--- config.mk ---
export PLATFORM = sky130hd
export DESIGN_NAME = pilot_tone_monitor_flat
export DESIGN_NICKNAME = d
export VERILOG_FILES = /design/src/rtl/pilot_tone_monitor_if.sv /design/src/rtl/pilot_tone_monitor.sv /design/src/flat_wrapper.sv
export SDC_FILE = /design/constraint.sdc
export NUM_CORES = 1
export LEC_CHECK = 0
export CORE_AREA = 2 2 110 112
export CTS_CLUSTER_SIZE = 24
export DETAILED_ROUTE_END_ITERATION = 16
export DIE_AREA = 0 0 112 114
export MAX_ROUTING_LAYER = met4
export PLACE_DENSITY = 0.62
export SKIP_LAST_GASP = 1
export SYNTH_ARGS = -nofsm -noshare
export SYNTH_HDL_FRONTEND = slang
export SYNTH_SLANG_ARGS = --single-unit
--- constraint.sdc ---
create_clock -name evrClk -period 5.81 [get_ports evrClk]
set_input_delay 1.4525 -clock evrClk [delete_from_list [all_inputs] [get_ports evrClk]]
set_output_delay 1.4525 -clock evrClk [all_outputs]
set_load 0.01 [all_outputs]
--- src/rtl/pilot_tone_monitor_if.sv ---
// Signal bundle between the pilot tone monitor and its CSR/stimulus side.
// The master drives the tone and the expected widths; the slave (the monitor) reports status.
interface pilot_tone_monitor_if #(
  parameter int unsigned COUNTER_WIDTH = 10,
  parameter int unsigned ERR_WIDTH     = 16
);
  logic                     pilotToneIn;
  logic [COUNTER_WIDTH-1:0] expectedHi;
  logic [COUNTER_WIDTH-1:0] expectedLo;
  logic                     errClear;
  logic [COUNTER_WIDTH-1:0] hiWidth;
  logic [COUNTER_WIDTH-1:0] loWidth;
  logic                     periodStrobe;
  logic                     locked;
  logic [ERR_WIDTH-1:0]     errCount;

  modport master (
    output pilotToneIn, expectedHi, expectedLo, errClear,
    input  hiWidth, loWidth, periodStrobe, locked, errCount
  );

  modport slave (
    input  pilotToneIn, expectedHi, expectedLo, errClear,
    output hiWidth, loWidth, periodStrobe, locked, errCount
  );
endinterface

--- src/rtl/pilot_tone_monitor.sv ---
// Measures pilot tone high/low phase widths in evrClk cycles, checks them against the
// programmed divide values and reports lock status plus a saturating error count.
module pilot_tone_monitor #(
  parameter int unsigned COUNTER_WIDTH = 10,
  parameter int unsigned LOCK_COUNT    = 4,
  parameter int unsigned ERR_WIDTH     = 16
) (
  input logic                 evrClk,
  input logic                 evrReset_n,
  pilot_tone_monitor_if.slave bus
);

  localparam logic [COUNTER_WIDTH-1:0] CntMax  = '1;
  localparam logic [COUNTER_WIDTH-1:0] CntOne  = COUNTER_WIDTH'(1);
  localparam logic [ERR_WIDTH-1:0]     ErrOne  = ERR_WIDTH'(1);
  localparam logic [7:0]               LockCnt = 8'(LOCK_COUNT);

  typedef enum logic [1:0] {StSync, StMeasHi, StMeasLo} state_e;

  logic                     r_s1, r_s2, r_p;
  logic [1:0]               r_fill;
  logic                     r_armed;
  logic [COUNTER_WIDTH-1:0] r_exp_hi, r_exp_lo;
  state_e                   r_state, w_state_d;
  logic [COUNTER_WIDTH-1:0] r_cnt, w_cnt_d;
  logic                     r_hi_ok, w_hi_ok_d;
  logic [7:0]               r_good, w_good_d;
  logic                     r_locked, w_locked_d;
  logic [ERR_WIDTH-1:0]     r_err, w_err_d;
  logic [COUNTER_WIDTH-1:0] r_hi_w, w_hi_w_d;
  logic [COUNTER_WIDTH-1:0] r_lo_w, w_lo_w_d;
  logic                     r_strobe, w_strobe_d;
  logic                     w_bad, w_good_per;

  logic w_edge, w_rise, w_fall, w_disabled, w_exp_chg;
  assign w_edge     = r_s2 ^ r_p;
  assign w_rise     = w_edge & r_s2;
  assign w_fall     = w_edge & ~r_s2;
  assign w_disabled = (r_exp_hi == '0) || (r_exp_lo == '0);
  assign w_exp_chg  = (bus.expectedHi != r_exp_hi) || (bus.expectedLo != r_exp_lo);

  // s2 holds a genuine sample only once r_fill[1] is set; a genuine low must be seen before
  // a rising edge may start a measurement, so the level present at reset release is discarded.
  always_ff @(posedge evrClk or negedge evrReset_n) begin
    if (!evrReset_n) begin
      r_s1     <= 1'b0;
      r_s2     <= 1'b0;
      r_p      <= 1'b0;
      r_fill   <= 2'b00;
      r_armed  <= 1'b0;
      r_exp_hi <= '0;
      r_exp_lo <= '0;
    end else begin
      r_s1     <= bus.pilotToneIn;
      r_s2     <= r_s1;
      r_p      <= r_s2;
      r_fill   <= {r_fill[0], 1'b1};
      r_exp_hi <= bus.expectedHi;
      r_exp_lo <= bus.expectedLo;
      if (r_fill[1] && !r_s2) r_armed <= 1'b1;
    end
  end

  always_ff @(posedge evrClk or negedge evrReset_n) begin
    if (!evrReset_n) begin
      r_state  <= StSync;
      r_cnt    <= '0;
      r_hi_ok  <= 1'b0;
      r_good   <= '0;
      r_locked <= 1'b0;
      r_err    <= '0;
      r_hi_w   <= '0;
      r_lo_w   <= '0;
      r_strobe <= 1'b0;
    end else begin
      r_state  <= w_state_d;
      r_cnt    <= w_cnt_d;
      r_hi_ok  <= w_hi_ok_d;
      r_good   <= w_good_d;
      r_locked <= w_locked_d;
      r_err    <= w_err_d;
      r_hi_w   <= w_hi_w_d;
      r_lo_w   <= w_lo_w_d;
      r_strobe <= w_strobe_d;
    end
  end

  always_comb begin
    w_state_d  = r_state;
    w_cnt_d    = r_cnt;
    w_hi_ok_d  = r_hi_ok;
    w_good_d   = r_good;
    w_locked_d = r_locked;
    w_hi_w_d   = r_hi_w;
    w_lo_w_d   = r_lo_w;
    w_strobe_d = 1'b0;
    w_bad      = 1'b0;
    w_good_per = 1'b0;
    if (w_disabled || w_exp_chg) begin
      w_state_d  = StSync;
      w_good_d   = '0;
      w_locked_d = 1'b0;
    end else begin
      unique case (r_state)
        StSync: begin
          if (w_rise && r_armed) begin
            w_state_d = StMeasHi;
            w_cnt_d   = CntOne;
          end
        end
        StMeasHi: begin
          if (w_fall) begin
            w_hi_w_d  = r_cnt;
            w_hi_ok_d = (r_cnt == r_exp_hi);
            w_bad     = (r_cnt != r_exp_hi);
            w_cnt_d   = CntOne;
            w_state_d = StMeasLo;
          end else if (r_cnt == CntMax) begin
            w_bad     = 1'b1;
            w_state_d = StSync;
          end else begin
            w_cnt_d = r_cnt + CntOne;
          end
        end
        StMeasLo: begin
          if (w_rise) begin
            w_lo_w_d   = r_cnt;
            w_strobe_d = 1'b1;
            w_bad      = (r_cnt != r_exp_lo);
            w_good_per = (r_cnt == r_exp_lo) && r_hi_ok;
            w_cnt_d    = CntOne;
            w_state_d  = StMeasHi;
          end else if (r_cnt == CntMax) begin
            w_bad     = 1'b1;
            w_state_d = StSync;
          end else begin
            w_cnt_d = r_cnt + CntOne;
          end
        end
        default: w_state_d = StSync;
      endcase
      if (w_bad) begin
        w_good_d   = '0;
        w_locked_d = 1'b0;
      end else if (w_good_per) begin
        if (r_good < LockCnt) w_good_d = r_good + 8'd1;
        if (w_good_d == LockCnt) w_locked_d = 1'b1;
      end
    end
  end

  // A clear coinciding with an error event wins.
  always_comb begin
    w_err_d = r_err;
    if (bus.errClear) begin
      w_err_d = '0;
    end else if (w_bad && (r_err != '1)) begin
      w_err_d = r_err + ErrOne;
    end
  end

  assign bus.hiWidth      = r_hi_w;
  assign bus.loWidth      = r_lo_w;
  assign bus.periodStrobe = r_strobe;
  assign bus.locked       = r_locked;
  assign bus.errCount     = r_err;

endmodule

--- src/flat_wrapper.sv ---
// flat-port wrapper written by rule: the top's interface ports become plain ports
module pilot_tone_monitor_flat 
#(
  parameter int unsigned COUNTER_WIDTH = 10,
  parameter int unsigned LOCK_COUNT    = 4,
  parameter int unsigned ERR_WIDTH     = 16
)
  (evrClk, evrReset_n, bus_pilotToneIn, bus_expectedHi, bus_expectedLo, bus_errClear, bus_hiWidth, bus_loWidth, bus_periodStrobe, bus_locked, bus_errCount);
  pilot_tone_monitor_if #(.COUNTER_WIDTH(COUNTER_WIDTH), .ERR_WIDTH(ERR_WIDTH)) bus_i ();
  input logic evrClk;
  input logic evrReset_n;
  input wire logic [$bits(bus_i.pilotToneIn)-1:0] bus_pilotToneIn;
  input wire logic [$bits(bus_i.expectedHi)-1:0] bus_expectedHi;
  input wire logic [$bits(bus_i.expectedLo)-1:0] bus_expectedLo;
  input wire logic [$bits(bus_i.errClear)-1:0] bus_errClear;
  output wire logic [$bits(bus_i.hiWidth)-1:0] bus_hiWidth;
  output wire logic [$bits(bus_i.loWidth)-1:0] bus_loWidth;
  output wire logic [$bits(bus_i.periodStrobe)-1:0] bus_periodStrobe;
  output wire logic [$bits(bus_i.locked)-1:0] bus_locked;
  output wire logic [$bits(bus_i.errCount)-1:0] bus_errCount;
  assign bus_i.pilotToneIn = bus_pilotToneIn;
  assign bus_i.expectedHi = bus_expectedHi;
  assign bus_i.expectedLo = bus_expectedLo;
  assign bus_i.errClear = bus_errClear;
  assign bus_hiWidth = bus_i.hiWidth;
  assign bus_loWidth = bus_i.loWidth;
  assign bus_periodStrobe = bus_i.periodStrobe;
  assign bus_locked = bus_i.locked;
  assign bus_errCount = bus_i.errCount;
  pilot_tone_monitor #(.COUNTER_WIDTH(COUNTER_WIDTH), .LOCK_COUNT(LOCK_COUNT), .ERR_WIDTH(ERR_WIDTH)) u_core (.evrClk(evrClk), .evrReset_n(evrReset_n), .bus(bus_i));
endmodule
==> flow_summary.yaml, run 1 <==
status:
  outcome: "complete, no violations"
yosys:
  synth_edf_count: 0
  yosysSeqAreaShare_pct: 46.8
  ys_ff_latch: 85
  synth_ff_type: "dfrtp_1"
  syn_area_sq_mm: 0.00454
  synth.avg_cell_area_sq_um: 11.1
  synthCells: 410
  synthDistinctLibCells: 62
  async_flop_share_pct: 100
  ys_warn_count: 0
  synthesis.nets: 441
drt:
  viasPerCell: 5.50
  routed_wl_um: 10400
  wl_met2_um: 4770
  first_iter_violations: 214
  highest_layer: "met4"
  firstDrtPassIters: 5
  drt.antenna.violating_nets: 0
  wl_met1_um: 4910
  drc: 0
  met3_length_um: 566
  wl_per_cell_um: 16.9
  vias: 3390
pwr:
  power_mw: 1.25
  cellLeakagePower_nw: 2.23
  comb_power_share_pct: 5.3
  p_clk_share_pct: 45.7
  swShare_pct: 21.8
  p_switching_mw: 0.272
  power.internal_mw: 0.974
  ir_worst_vdd_uv: 107
  p_per_area_mw_per_mm2: 226
  seq_power_share_pct: 49.0
worst_setup_path:
  timing.rr.start: "u_core.r_exp_hi[4]$_DFF_PN0_"
  worstSetupEndpoint: "u_core.bus.errCount[4]$_DFFE_PN0P_"
  critPathSlowestCell: "a2111oi_0"
  required_ns: 6.02
  rr_worst_depth: 6
  critPathMaxStageDelay_ns: 0.62
  crit_buf_inv: 1
  crit_arrival_ns: 4.27
  reg2reg_slack_ns: 2.87
  critPathTopFamily: "simple AND/OR/NAND/NOR gates"
  path_depth: 7
  path_max_fanout: 20
  critPathLaunchType: "primary input"
  cp-startpoint: "bus_expectedHi[4]"
  crit_type: "primary input to flop"
  end_kind: "flop"
  path_cells: "clkdlybuf4s50_1 -> xor2_1 -> nor4_1 -> and4_1 -> nand2_1 -> a2111oi_0 -> mux2_1"
  worstReg2RegEnd: "u_core.bus.errCount[4]$_DFFE_PN0P_"
sta:
  finClkSkew_ns: 0.00959
  slew_headroom_pct: 21.9
  slew_violations: 0
  worst_pin_slew_ns: 1.16
  fin_crit_ns: 4.06
  setup_tns_ns: 0
  rsz0062_at_grt: "no"
  max_freq_ghz: 0.246
  setup_violations: 0
  period_share_pct: 69.9
  hold_viol: 0
clocking:
  cts_buffer_depth: 2
  post_cts_buffers: 0
  cts_hold_buf: 0
  cts_sinks: 85
  cts_made_buffers: 9
  cts.repair.resized: 0
  cts_root_buf: "clkbuf_16"
  clkSlewWorstSetupHoldPaths_ns: 0.06
  cts_tree: "done"
  clock_latency_ns: 0.33
  htreeDepth: 3
global_route:
  grt_pass1_wl_um: 17600
  grt_usage_pct: 17.6
  antenna_found_initial: 0
  grt-ovfl-total: 0
  grt_max_degree: 59
  grt_pass1_vias: 3378
floorplan:
  die_h_um: 114
  start_util_pct: 38.8
  die_w_um: 112
  ios: 62
  design.die.area_sq_mm: 0.0128
  core_area_sq_mm: 0.0117
  rows: 40
place:
  place_inst: 600
  io_buffers: 61
  place_area_sq_mm: 0.00521
  hpwl_um: 7300
  gp_congestion: 0.959
finish:
  fin_cells: 616
  final_nets: 495
  final_area_sq_mm: 0.00550
  diodes: 0
  area_growth_pct: 21.2
  multi_input_area_sq_mm: 0.00223
  nFillCells: 1078
  seq_area_sq_mm: 0.00213
  drive_above_1_share_pct: 14.7
hold_path:
  hold_path_class: "flop to flop"
job:
  cap_violations: 0
-- layout make-up --
cell class,instances,share of cell area (%)
clock buffer,13,4.55
tap,147,3.34
timing repair buffer,62,11.2
clock inverter,3,0.818
sequential,85,38.6
multi-input combinational,292,40.5
inverter,14,0.955
-- sequential cells by signal, summed over array words and instances, names as in the netlist, 2 cells and up --
name / cells
u_core.bus.errCount: 16
u_core.bus.hiWidth: 10
u_core.bus.loWidth: 10
u_core.r_cnt: 10
u_core.r_exp_hi: 10
u_core.r_exp_lo: 10
u_core.r_fill: 2
u_core.r_good: 8
u_core.r_state: 2
-- synth_stat cells, types with 2 or more instances --
cell	instances	area share, %
nand2_1	14	1.2
and4_1	3	0.58
o221ai_1	2	0.39
inv_1	14	1.2
a31oi_1	5	0.69
a2111oi_0	4	0.77
a21o_1	2	0.33
nor4_1	18	2.5
ha_1	7	1.9
buf_2	4	0.44
nor2b_1	13	1.8
o21ai_0	8	0.88
nand2b_1	4	0.55
nor3_1	9	0.99
o31ai_1	4	0.66
nand4_1	9	1.2
nand3_1	16	1.8
and2_1	3	0.41
or4_1	2	0.33
a2111oi_2	6	2.0
a211oi_1	2	0.33
dfrtp_1	85	47
buf_4	3	0.50
and3_1	2	0.28
mux2i_1	2	0.44
mux2_4	7	2.3
mux2_1	2	0.50
buf_6	3	0.74
o221a_2	2	0.50
o2111ai_4	2	1.2
nor2_1	43	3.6
xor2_1	40	7.7
clkbuf_1	5	0.41
clkbuf_2	2	0.22
and3_4	2	0.50
or3_1	3	0.41
nor2_4	2	0.50
mux2_2	26	6.4
o22a_1	2	0.39
a21oi_1	6	0.66
-- worst reg2reg max path, cell delays in order, from the launching register on --
cell       delay [ns]
dfrtp_1          0.41
xor2_1           0.21
nor4_1           0.33
and4_1           0.30
nand2_1          0.57
a2111oi_0        0.63
mux2_1           0.37
-- per-layer routing --
metal / track usage [%] / up-vias
met5: - / -
met4: 5.93 / 0
met3: 4.09 / 11
met2: 25.3 / 115
met1: 24.7 / 1671
li1: - / 1593
-- cells in the final DEF (no fill, tap or decap), drive strengths merged, types with 3 or more instances in the layout --
cell	count
dfrtp	85
clkdlybuf4s50	60
nor2	45
xor2	40
mux2	35
nor4	18
nand3	17
inv	14
nand2	14
nor2b	13
clkbuf	13
a2111oi	12
nor3	9
nand4	9
o21ai	8
ha	7
a21oi	6
a31oi	5
nand2b	4
o31ai	4
and4	4
and2	4
and3	4
or3	3
a211oi	3
-- stage by stage --
step	hold slack [ns]	setup slack [ns]	utilization, %
2_1_floorplan	0.331	2.72	-
3_3_place_gp	0.333	1.57	44.5
3_5_place_dp	0.350	1.45	44.5
4_1_cts	0.363	1.80	47.0
5_1_grt	0.364	1.62	47.0
6_report	0.358	1.75	47.0
-- power groups by stage --
| stage | Clock [mW] | Sequential (mW) | Combinational [mW] |
|---|---|---|---|
| 4_1_cts | 0.582 | 0.611 | 0.0660 |
| 3_5_place_dp | 0 | 0.622 | 0.0657 |
| 3_3_place_gp | 0 | 0.622 | 0.0647 |
| 5_1_grt | 0.613 | 0.612 | 0.0729 |
| 6_report | 0.570 | 0.611 | 0.0655 |
| 2_1_floorplan | 0 | 0.619 | 0.0277 |
-- logic make-up after synthesis --
group | count (synthesis) | synth area share, %
buffers and inverters | 33 | 4.10
muxes | 37 | 9.69
xor gates and xnor gates | 41 | 7.90
DFF | 85 | 46.8
and+or+nand+nor | 149 | 17.9
AOI/OAI and AO/OA | 57 | 11.6
other | 1 | 0.0825
adders and majority gates | 7 | 1.93
-- worst min-delay path by stage --
stage / from / to / slack (ns) / cells after the start
2_1_floorplan: u_core.r_fill[0]$_DFF_PN0_ / u_core.r_fill[1]$_DFF_PN0_ / 0.33 / 0
6_report: u_core.r_s1$_DFF_PN0_ / u_core.r_s2$_DFF_PN0_ / 0.36 / 0
4_1_cts: u_core.r_s1$_DFF_PN0_ / u_core.r_s2$_DFF_PN0_ / 0.36 / 0
5_1_grt: u_core.r_s1$_DFF_PN0_ / u_core.r_s2$_DFF_PN0_ / 0.36 / 0
3_5_place_dp: u_core.r_fill[0]$_DFF_PN0_ / u_core.r_fill[1]$_DFF_PN0_ / 0.35 / 0
3_3_place_gp: u_core.r_fill[0]$_DFF_PN0_ / u_core.r_fill[1]$_DFF_PN0_ / 0.33 / 0
No activity file was read; power rests on OpenSTA's default activity.
==> run 2, diff against run 1 <==
PLACE_DENSITY = 0.65   (was 0.62)
clock period = 3.4 ns   (was 5.81 ns; I/O delays follow)
==> run 2 against run 1 <==
Net effect: global-route usage up 0.22 points; register-to-register slack worse by 2.4 ns; sequential share of layout area down 0.22 points; die area is the same; routed wire length fell by 0.51%; flip-flop and latch count is the same; clock skew barely moved; utilization is 0.27 points higher; largest cell class unchanged; total power is 71% higher; sequential power rose by 70%; count of clock-buffer cells in the layout decreased by 4.
==> flow_summary.yaml, run 2 (same netlist as run 1, synthesis figures left out) <==
drt:
  vias: 3377
  drc: 0
  wl_per_cell_um: 16.7
  viasPerCell: 5.46
  first_iter_violations: 251
  drt.antenna.violating_nets: 0
  firstDrtPassIters: 5
  routed_wl_um: 10300
clocking:
  post_cts_buffers: 0
  clkSlewWorstSetupHoldPaths_ns: 0.06
  cts_root_buf: "clkbuf_16"
  cts_tree: "done"
  htreeDepth: 3
  clock_latency_ns: 0.34
  cts_buffer_depth: 2
  cts_hold_buf: 0
  cts_made_buffers: 9
  cts_sinks: 85
  cts.repair.resized: 0
finish:
  fin_cells: 618
  largest_reg_flops: 16
  post-route-util_pct: 47.3
  diodes: 0
  layout_common_cells: "dfrtp_1, clkdlybuf4s50_1, nor2_1"
  drive_above_1_share_pct: 15.7
  final_common_cell: "dfrtp_1"
  multi_input_area_sq_mm: 0.00223
  nFillCells: 1113
  seq_area_sq_mm: 0.00213
  area_growth_pct: 21.8
  final_area_sq_mm: 0.00554
  final_nets: 497
place:
  gp_congestion: 0.861
  place_ws_ns: 0.104
  hpwl_um: 7220
  place_inst: 602
  io_buffers: 61
  place_area_sq_mm: 0.00524
sta:
  worst_pin_slew_ns: 1.07
  setup_slack_ns: 0.342
  fin_crit_ns: 3.06
  slew_violations: 0
  period_share_pct: 89.9
  setup_violations: 0
  rsz0062_at_grt: "no"
  slew_headroom_pct: 28.4
  finClkSkew_ns: 0.00910
  holdWs_ns: 0.356
  max_freq_ghz: 0.327
  hold_viol: 0
  setup_tns_ns: 0
worst_setup_path:
  critPathLaunchType: "primary input"
  rr_worst_depth: 7
  required_ns: 3.62
  path_max_fanout: 20
  reg2reg_slack_ns: 0.43
  cp-startpoint: "bus_expectedLo[7]"
  end_kind: "flop"
  worstReg2RegEnd: "u_core.bus.errCount[3]$_DFFE_PN0P_"
  timing.rr.start: "u_core.r_cnt[0]$_DFFE_PN0P_"
  crit_type: "primary input to flop"
  crit_arrival_ns: 3.28
hold_path:
  hp-start: "u_core.r_s1$_DFF_PN0_"
  whs_path_depth: 0
  hold_path_class: "flop to flop"
  min_to: "u_core.r_s2$_DFF_PN0_"
pwr:
  power_mw: 2.14
  ir_worst_vdd_uv: 282
  seq_power_share_pct: 48.9
  p_per_area_mw_per_mm2: 386
  comb_power_share_pct: 5.2
  cellLeakagePower_nw: 2.27
  swShare_pct: 22.9
  power.internal_mw: 1.65
  p_clk_share_pct: 45.9
  p_switching_mw: 0.489
global_route:
  grt_max_degree: 86
  use_met3_pct: 2.87
  grt_pass1_wl_um: 17600
  grtUsageMet2_pct: 26.2
  grt_usage_pct: 17.8
  gr-usage-met1_pct: 24.7
  grt_busiest_layer: "met2"
  grt-ovfl-total: 0
  antenna_found_initial: 0
  grt_pass1_vias: 3376
status:
  outcome: "complete, no violations"
job:
  cap_violations: 0
floorplan:
  die_w_um: 112
  design.die.area_sq_mm: 0.0128
  core_area_sq_mm: 0.0117
  ios: 62
  start_util_pct: 38.8
  die_h_um: 114
  rows: 40
run 2: changes by cell type in the layout (fill, tap and decap cells not counted), sizes merged:
| cell | previous run | this run |
|---|---|---|
| buf | 2 | 4 |
| clkinvlp | 2 | 0 |
| clkinv | 0 | 4 |
| clkbuf | 13 | 9 |
| inv | 14 | 16 |
run 2: worst max-delay path, stage by stage:
cell,delay (ns)
clkdlybuf4s50_1,0.45
xor2_1,0.17
nor4_1,0.30
and4_1,0.29
nand2_1,0.12
buf_12,0.18
a2111oi_0,0.49
mux2_2,0.41
run 2: how the worst max path moves through the flow:
stage,end,slack [ns]
detailed placement,u_core.bus.errCount[3]$_DFFE_PN0P_,0.10
global route,u_core.bus.errCount[3]$_DFFE_PN0P_,0.20
floorplan,u_core.bus.errCount[2]$_DFFE_PN0P_,0.91
global placement,u_core.bus.errCount[5]$_DFFE_PN0P_,0.29
finish,u_core.bus.errCount[3]$_DFFE_PN0P_,0.34
CTS,u_core.bus.errCount[3]$_DFFE_PN0P_,0.32
run 2: metal layers:
metal | vias to the layer above | part of all wire (%)
met5 | - | 0
met4 | 0 | 2.3
met3 | 19 | 3.7
met2 | 81 | 46
met1 | 1687 | 48
li1 | 1590 | -
run 2: final cells by class:
| type | count | area share [%] |
|---|---|---|
| sequential | 85 | 38.4 |
| clock buffer | 9 | 4.07 |
| inverter | 14 | 0.949 |
| multi-input combinational | 292 | 40.3 |
| clock inverter | 7 | 1.33 |
| timing repair buffer | 64 | 11.6 |
| tap | 147 | 3.32 |
run 2: power groups by stage:
| stage | combinational (mW) | sequential, mW | clock [mW] |
|---|---|---|---|
| floorplan | 0.0474 | 1.06 | 0 |
| detailed placement | 0.112 | 1.06 | 0 |
| CTS | 0.112 | 1.04 | 1.00 |
| global route | 0.124 | 1.05 | 1.05 |
| global placement | 0.109 | 1.06 | 0 |
| finish | 0.111 | 1.04 | 0.981 |
